<file path="config.mk">
export PLATFORM = sky130hd
export DESIGN_NAME = fxp8s_acc_drain
export DESIGN_NICKNAME = d
export VERILOG_FILES = /design/src/rtl/fxp8s_pkg.sv /design/src/rtl/fxp8s_sync_fifo.sv /design/src/rtl/fxp8s_acc_drain.sv
export SDC_FILE = /design/constraint.sdc
export NUM_CORES = 1
export LEC_CHECK = 0
export BUFFER_PORTS_ARGS = -buffer_cell sky130_fd_sc_hd__buf_2
export CORE_MARGIN = 5
export CORE_UTILIZATION = 50
export DETAILED_ROUTE_END_ITERATION = 10
export PLACE_DENSITY_LB_ADDON = 0.2
export SLEW_MARGIN = 20
export SYNTH_ARGS = -nofsm -noshare
export SYNTH_HDL_FRONTEND = slang
export SYNTH_SLANG_ARGS = --single-unit
</file>
<file path="constraint.sdc">
create_clock -name clk -period 2.35 [get_ports clk]
set_input_delay 0.235 -clock clk [delete_from_list [all_inputs] [get_ports clk]]
set_output_delay 0.235 -clock clk [all_outputs]
set_load 0.02 [all_outputs]
</file>
<file path="src/rtl/fxp8s_pkg.sv">
// Shared fxp8s definitions: Q4.3 signed fixed-point format and drain FSM states.
// Latency: n/a. Backpressure: n/a.
package fxp8s_pkg;

  localparam int FXP8S_WIDTH   = 8;
  localparam int FXP8S_SIGN    = 7;
  localparam int FXP8S_LSB_POW = -3;

  typedef enum logic [1:0] {
    IDLE  = 2'd0,
    DRAIN = 2'd1,
    FLUSH = 2'd2
  } drain_state_t;

endpackage

</file>
<file path="src/rtl/fxp8s_sync_fifo.sv">
// Synchronous first-word-fall-through FIFO with occupancy count.
// Latency: a push is visible at the head the cycle after it is written.
// Backpressure: pushes while full and pops while empty are dropped.
module fxp8s_sync_fifo #(
  parameter int WIDTH = 8,
  parameter int DEPTH = 4
) (
  input  logic                     clk,
  input  logic                     rst,
  input  logic                     push_vld,
  input  logic [WIDTH-1:0]         push_dat,
  input  logic                     pop,
  output logic                     head_vld,
  output logic [WIDTH-1:0]         head_dat,
  output logic [$clog2(DEPTH):0]   count
);

  localparam int AW = $clog2(DEPTH);

  logic [WIDTH-1:0] mem [DEPTH];
  logic [AW-1:0]    wr_ptr;
  logic [AW-1:0]    rd_ptr;
  logic             do_push;
  logic             do_pop;

  assign head_vld = (count != '0);
  assign head_dat = mem[rd_ptr];
  assign do_push  = push_vld && (count != (AW+1)'(DEPTH));
  assign do_pop   = pop && head_vld;

  always_ff @(posedge clk) begin
    if (rst) begin
      wr_ptr <= '0;
      rd_ptr <= '0;
      count  <= '0;
    end else begin
      if (do_push) wr_ptr <= wr_ptr + 1'b1;
      if (do_pop)  rd_ptr <= rd_ptr + 1'b1;
      case ({do_push, do_pop})
        2'b10:   count <= count + 1'b1;
        2'b01:   count <= count - 1'b1;
        default: count <= count;
      endcase
    end
  end

  // Storage needs no reset; the pointers and count define validity.
  always_ff @(posedge clk) begin
    if (do_push) mem[wr_ptr] <= push_dat;
  end

endmodule

</file>
<file path="src/rtl/fxp8s_acc_drain.sv">
// Drains a row of PE accumulators off a shared bus, in index order, into a valid/ready stream.
// Latency: a PE value appears on out_* the cycle after its read cycle; done 1 cycle after last read.
// Backpressure: a full capture FIFO stops PE enables and holds the index until space frees up.
module fxp8s_acc_drain
  import fxp8s_pkg::*;
#(
  parameter int N_PE       = 8,
  parameter int FIFO_DEPTH = 4,
  parameter int IDX_W      = $clog2(N_PE)
) (
  input  logic                   clk,
  input  logic                   rst,
  input  logic                   start,
  output logic                   busy,
  output logic                   done,
  output logic                   acc_clr,
  output logic [N_PE-1:0]        pe_en_out,
  input  logic [FXP8S_WIDTH-1:0] pe_bus,
  output logic                   out_valid,
  input  logic                   out_ready,
  output logic [FXP8S_WIDTH-1:0] out_data,
  output logic [IDX_W-1:0]       out_idx,
  output logic                   out_last
);

  localparam int EW = IDX_W + FXP8S_WIDTH + 1;
  localparam int CW = $clog2(FIFO_DEPTH) + 1;

  drain_state_t      state;
  drain_state_t      state_nxt;
  logic [IDX_W-1:0]  idx;
  logic [CW-1:0]     fifo_cnt;
  logic              rd_cyc;
  logic              at_last;
  logic              pop;
  logic [EW-1:0]     push_dat;
  logic [EW-1:0]     head_dat;

  assign at_last = (idx == IDX_W'(N_PE - 1));
  // Enables depend only on registered state so out_ready never reaches the PE row.
  assign rd_cyc    = (state == DRAIN) && (fifo_cnt < CW'(FIFO_DEPTH));
  assign pe_en_out = rd_cyc ? (N_PE'(1) << idx) : '0;
  assign push_dat  = {idx, pe_bus, at_last};
  assign pop       = out_valid && out_ready;

  assign {out_idx, out_data, out_last} = head_dat;
  assign busy    = (state != IDLE);
  assign acc_clr = done;

  fxp8s_sync_fifo #(
    .WIDTH (EW),
    .DEPTH (FIFO_DEPTH)
  ) u_fifo (
    .clk      (clk),
    .rst      (rst),
    .push_vld (rd_cyc),
    .push_dat (push_dat),
    .pop      (pop),
    .head_vld (out_valid),
    .head_dat (head_dat),
    .count    (fifo_cnt)
  );

  always_ff @(posedge clk) begin
    if (rst) state <= IDLE;
    else     state <= state_nxt;
  end

  always_comb begin
    state_nxt = state;
    done      = 1'b0;
    case (state)
      IDLE:  if (start) state_nxt = DRAIN;
      DRAIN: if (rd_cyc && at_last) state_nxt = FLUSH;
      FLUSH: begin
        if (pop && (fifo_cnt == CW'(1))) begin
          done      = 1'b1;
          state_nxt = IDLE;
        end
      end
      default: state_nxt = IDLE;
    endcase
  end

  // Index parks on N_PE-1 through FLUSH and only rewinds on the way back to IDLE.
  always_ff @(posedge clk) begin
    if (rst)                       idx <= '0;
    else if (state_nxt == IDLE)    idx <= '0;
    else if (rd_cyc && !at_last)   idx <= idx + 1'b1;
  end

endmodule

</file>
==> results.py <==
metrics = {
    "logic_synthesis": {
        "syn_nets": 188,
        "yosys_warnings": 0,
        "synth_edf_count": 48,
        "synthCells": 161,
        "ys_ff_latch": 62,
        "synth_area_per_cell_sq_um": 16.4,
        "ys.flop_type": "edfxtp_1",
        "synthArstFlopShare_pct": 0,
        "synth_area_sq_mm": 0.00263,
        "yosysSeqAreaShare_pct": 65.4,
        "synthDistinctLibCells": 36,
    },
    "critical_path": {
        "critPathMaxFanout": 10,
        "cp_common_cell": "ha_1",
        "cp_num_buf_inv": 1,
        "cp_data_required_time_ns": 2.12,
        "crit_type": "register to output port",
        "critPathCaptureType": "output port",
        "cp_data_arrival_time_ns": 1.82,
        "start_kind": "register",
        "cp_slowest_cell": "dfxtp_1",
        "max_stage_delay_ns": 0.50,
        "crit_family": "adder cells",
        "worstPathCellList": "ha_1, ha_1, and2_2, buf_2",
    },
    "detailed_routing": {
        "routedWlPerCell_um": 15.3,
        "vias_per_cell": 5.07,
        "routed-via-count": 1441,
        "detail-route-antenna-nets": 0,
        "drt-total-wl_mm": 4.36,
        "drt_iter0_markers": 49,
        "drc_errors": 0,
        "drt_pass1_iterations": 4,
    },
    "clocking": {
        "clock_sinks": 62,
        "tritoncts": "done",
        "ctsHoldBuffers": 0,
        "cts-buffers-inserted": 9,
        "post-cts-setup-buffer-count": 0,
        "worstSkewPairLatency_ns": 0.33,
        "cts_htree_levels": 3,
        "cts_buffer_depth": 2,
        "cts_resized": 0,
        "ctsRootBufferMaster": "clkbuf_8",
        "clkTransAtPathRegs_ns": 0.06,
    },
    "final_layout": {
        "final_area_sq_mm": 0.00310,
        "layout_common_cells": "48 x edfxtp_1, 35 x buf_2, 15 x ha_1",
        "area_growth_pct": 17.8,
        "diodes": 0,
        "drive_above_1_share_pct": 36.4,
        "fin_nets": 236,
        "final_util_pct": 60.7,
        "final_common_cell": "edfxtp_1",
    },
    "pwr": {
        "cellPowerDensity_mw_per_mm2": 939,
        "p_int_w": 0.00207,
        "p_leak_nw": 1.20,
        "p_sw_w": 0.000837,
        "netSwitchingFraction_pct": 28.7,
        "clock_power_share_pct": 29.3,
        "pwr-share-seq_pct": 45.7,
        "p_comb_share_pct": 25.1,
        "vdd_ir_drop_max_mv": 0.674,
    },
    "timing": {
        "finalHoldViolCount": 0,
        "rsz0062_at_grt": "no",
        "worst_pin_slew_ns": 0.604,
        "max_freq_ghz": 0.487,
        "fin_setup_tns_ns": 0,
        "fin_crit_sh_pct": 87.5,
        "setup_viol": 0,
        "hold_ws_ns": 0.119,
        "fin_crit_ns": 2.06,
        "slew_headroom_pct": 59.7,
        "skew_ns": 0.00788,
        "drv_slew": 0,
    },
    "place": {
        "portBuffers": 35,
        "place_hpwl_mm": 3.14,
        "post_dp_cell_area_sq_mm": 0.00292,
        "gp_congestion": 0.762,
    },
    "global_routing": {
        "grt_remaining_overflow": 0,
        "grt_pass1_vias": 1447,
        "grtUsageTotal_pct": 14.5,
        "grt_antenna_before_repair": 0,
        "grt_start_max_net_pins": 13,
        "grt_first_pass_wirelength_mm": 7.02,
    },
    "die": {
        "core_sq_mm": 0.00511,
        "die_h_um": 82.6,
        "io_pins": 36,
        "rows": 26,
        "fp.dieW_um": 82.6,
        "floorplan.initialDensity_pct": 51.5,
        "dieArea_sq_mm": 0.00682,
    },
    "run_status": {
        "status": "finished, final reports clean",
    },
    "flow_run": {
        "max_cap_violations": 0,
    },
    "min_path": {
        "hp-class": "input port to register",
    },
}
[kinds of logic after synthesis]
family          synth area share, %
flops                          65.4
simple gates                   10.0
fa+ha+maj                      7.13
buf+inv                        2.28
compound gates                 3.18
mux                            10.6
xor+xnor                       1.33
[final timing paths]
path         slack [ns]               end  depth (start not counted)        startpoint
min                0.12  u_fifo.mem[3][2]                          1         pe_bus[1]
min reg2reg        0.50  u_fifo.wr_ptr[0]                          2  u_fifo.wr_ptr[0]
max reg2reg        0.49   u_fifo.count[2]                          5          state[0]
max                0.29      pe_en_out[7]                          4            idx[0]
[per-layer routing]
layer | vias to the layer above | track usage (%) | routed length (um)
li1 | 697 | - | -
met3 | 4 | 6.40 | 270
met2 | 33 | 23.7 | 2250
met4 | 0 | 4.90 | 24
met5 | - | 0 | 0
met1 | 707 | 17.0 | 1810
[state kept, by name, indices dropped and copies added, names as in the netlist, named ones only]
signal,cells
u_fifo.wr_ptr,2
idx,3
u_fifo.rd_ptr,2
u_fifo.count,3
u_fifo.mem,48
state,2
[stage by stage]
step / instances / setup slack [ns] / total power [W]
floorplan: 161 / 0.416 / 0.00189
global placement: 268 / 0.577 / 0.00208
detailed placement: 268 / 0.489 / 0.00210
CTS: 284 / 0.256 / 0.00295
global route: 284 / 0.119 / 0.00308
finish: 284 / 0.295 / 0.00291
[cell usage after synthesis (all sizes together) (3+ instances only)]
master	instances	area share, %
edfxtp	48	55
ha	15	7.1
dfxtp	14	11
mux4	12	10
inv	9	1.3
nor2	9	1.6
and2	8	1.9
and3	7	1.8
a21oi	6	1.1
nand2	6	0.86
buf	3	0.71
xor2	3	1.0
[power groups by stage]
stage	Clock [W]	Combinational [W]	Sequential (W)
CTS	0.000876	0.000748	0.00133
detailed placement	0	0.000746	0.00135
global placement	0	0.000728	0.00135
floorplan	0	0.000551	0.00134
finish	0.000852	0.000731	0.00133
global route	0.000944	0.000799	0.00134
[final cells by class]
cell class | count | area, sq um
Tap cell | 70 | 87.6
Timing Repair Buffer | 42 | 228
Multi-Input combinational cell | 85 | 851
Clock inverter | 6 | 52.6
Clock buffer | 10 | 128
Fill cell | 413 | 2010
Inverter | 9 | 33.8
Sequential cell | 62 | 1720
(Power assumes the default switching activity.)
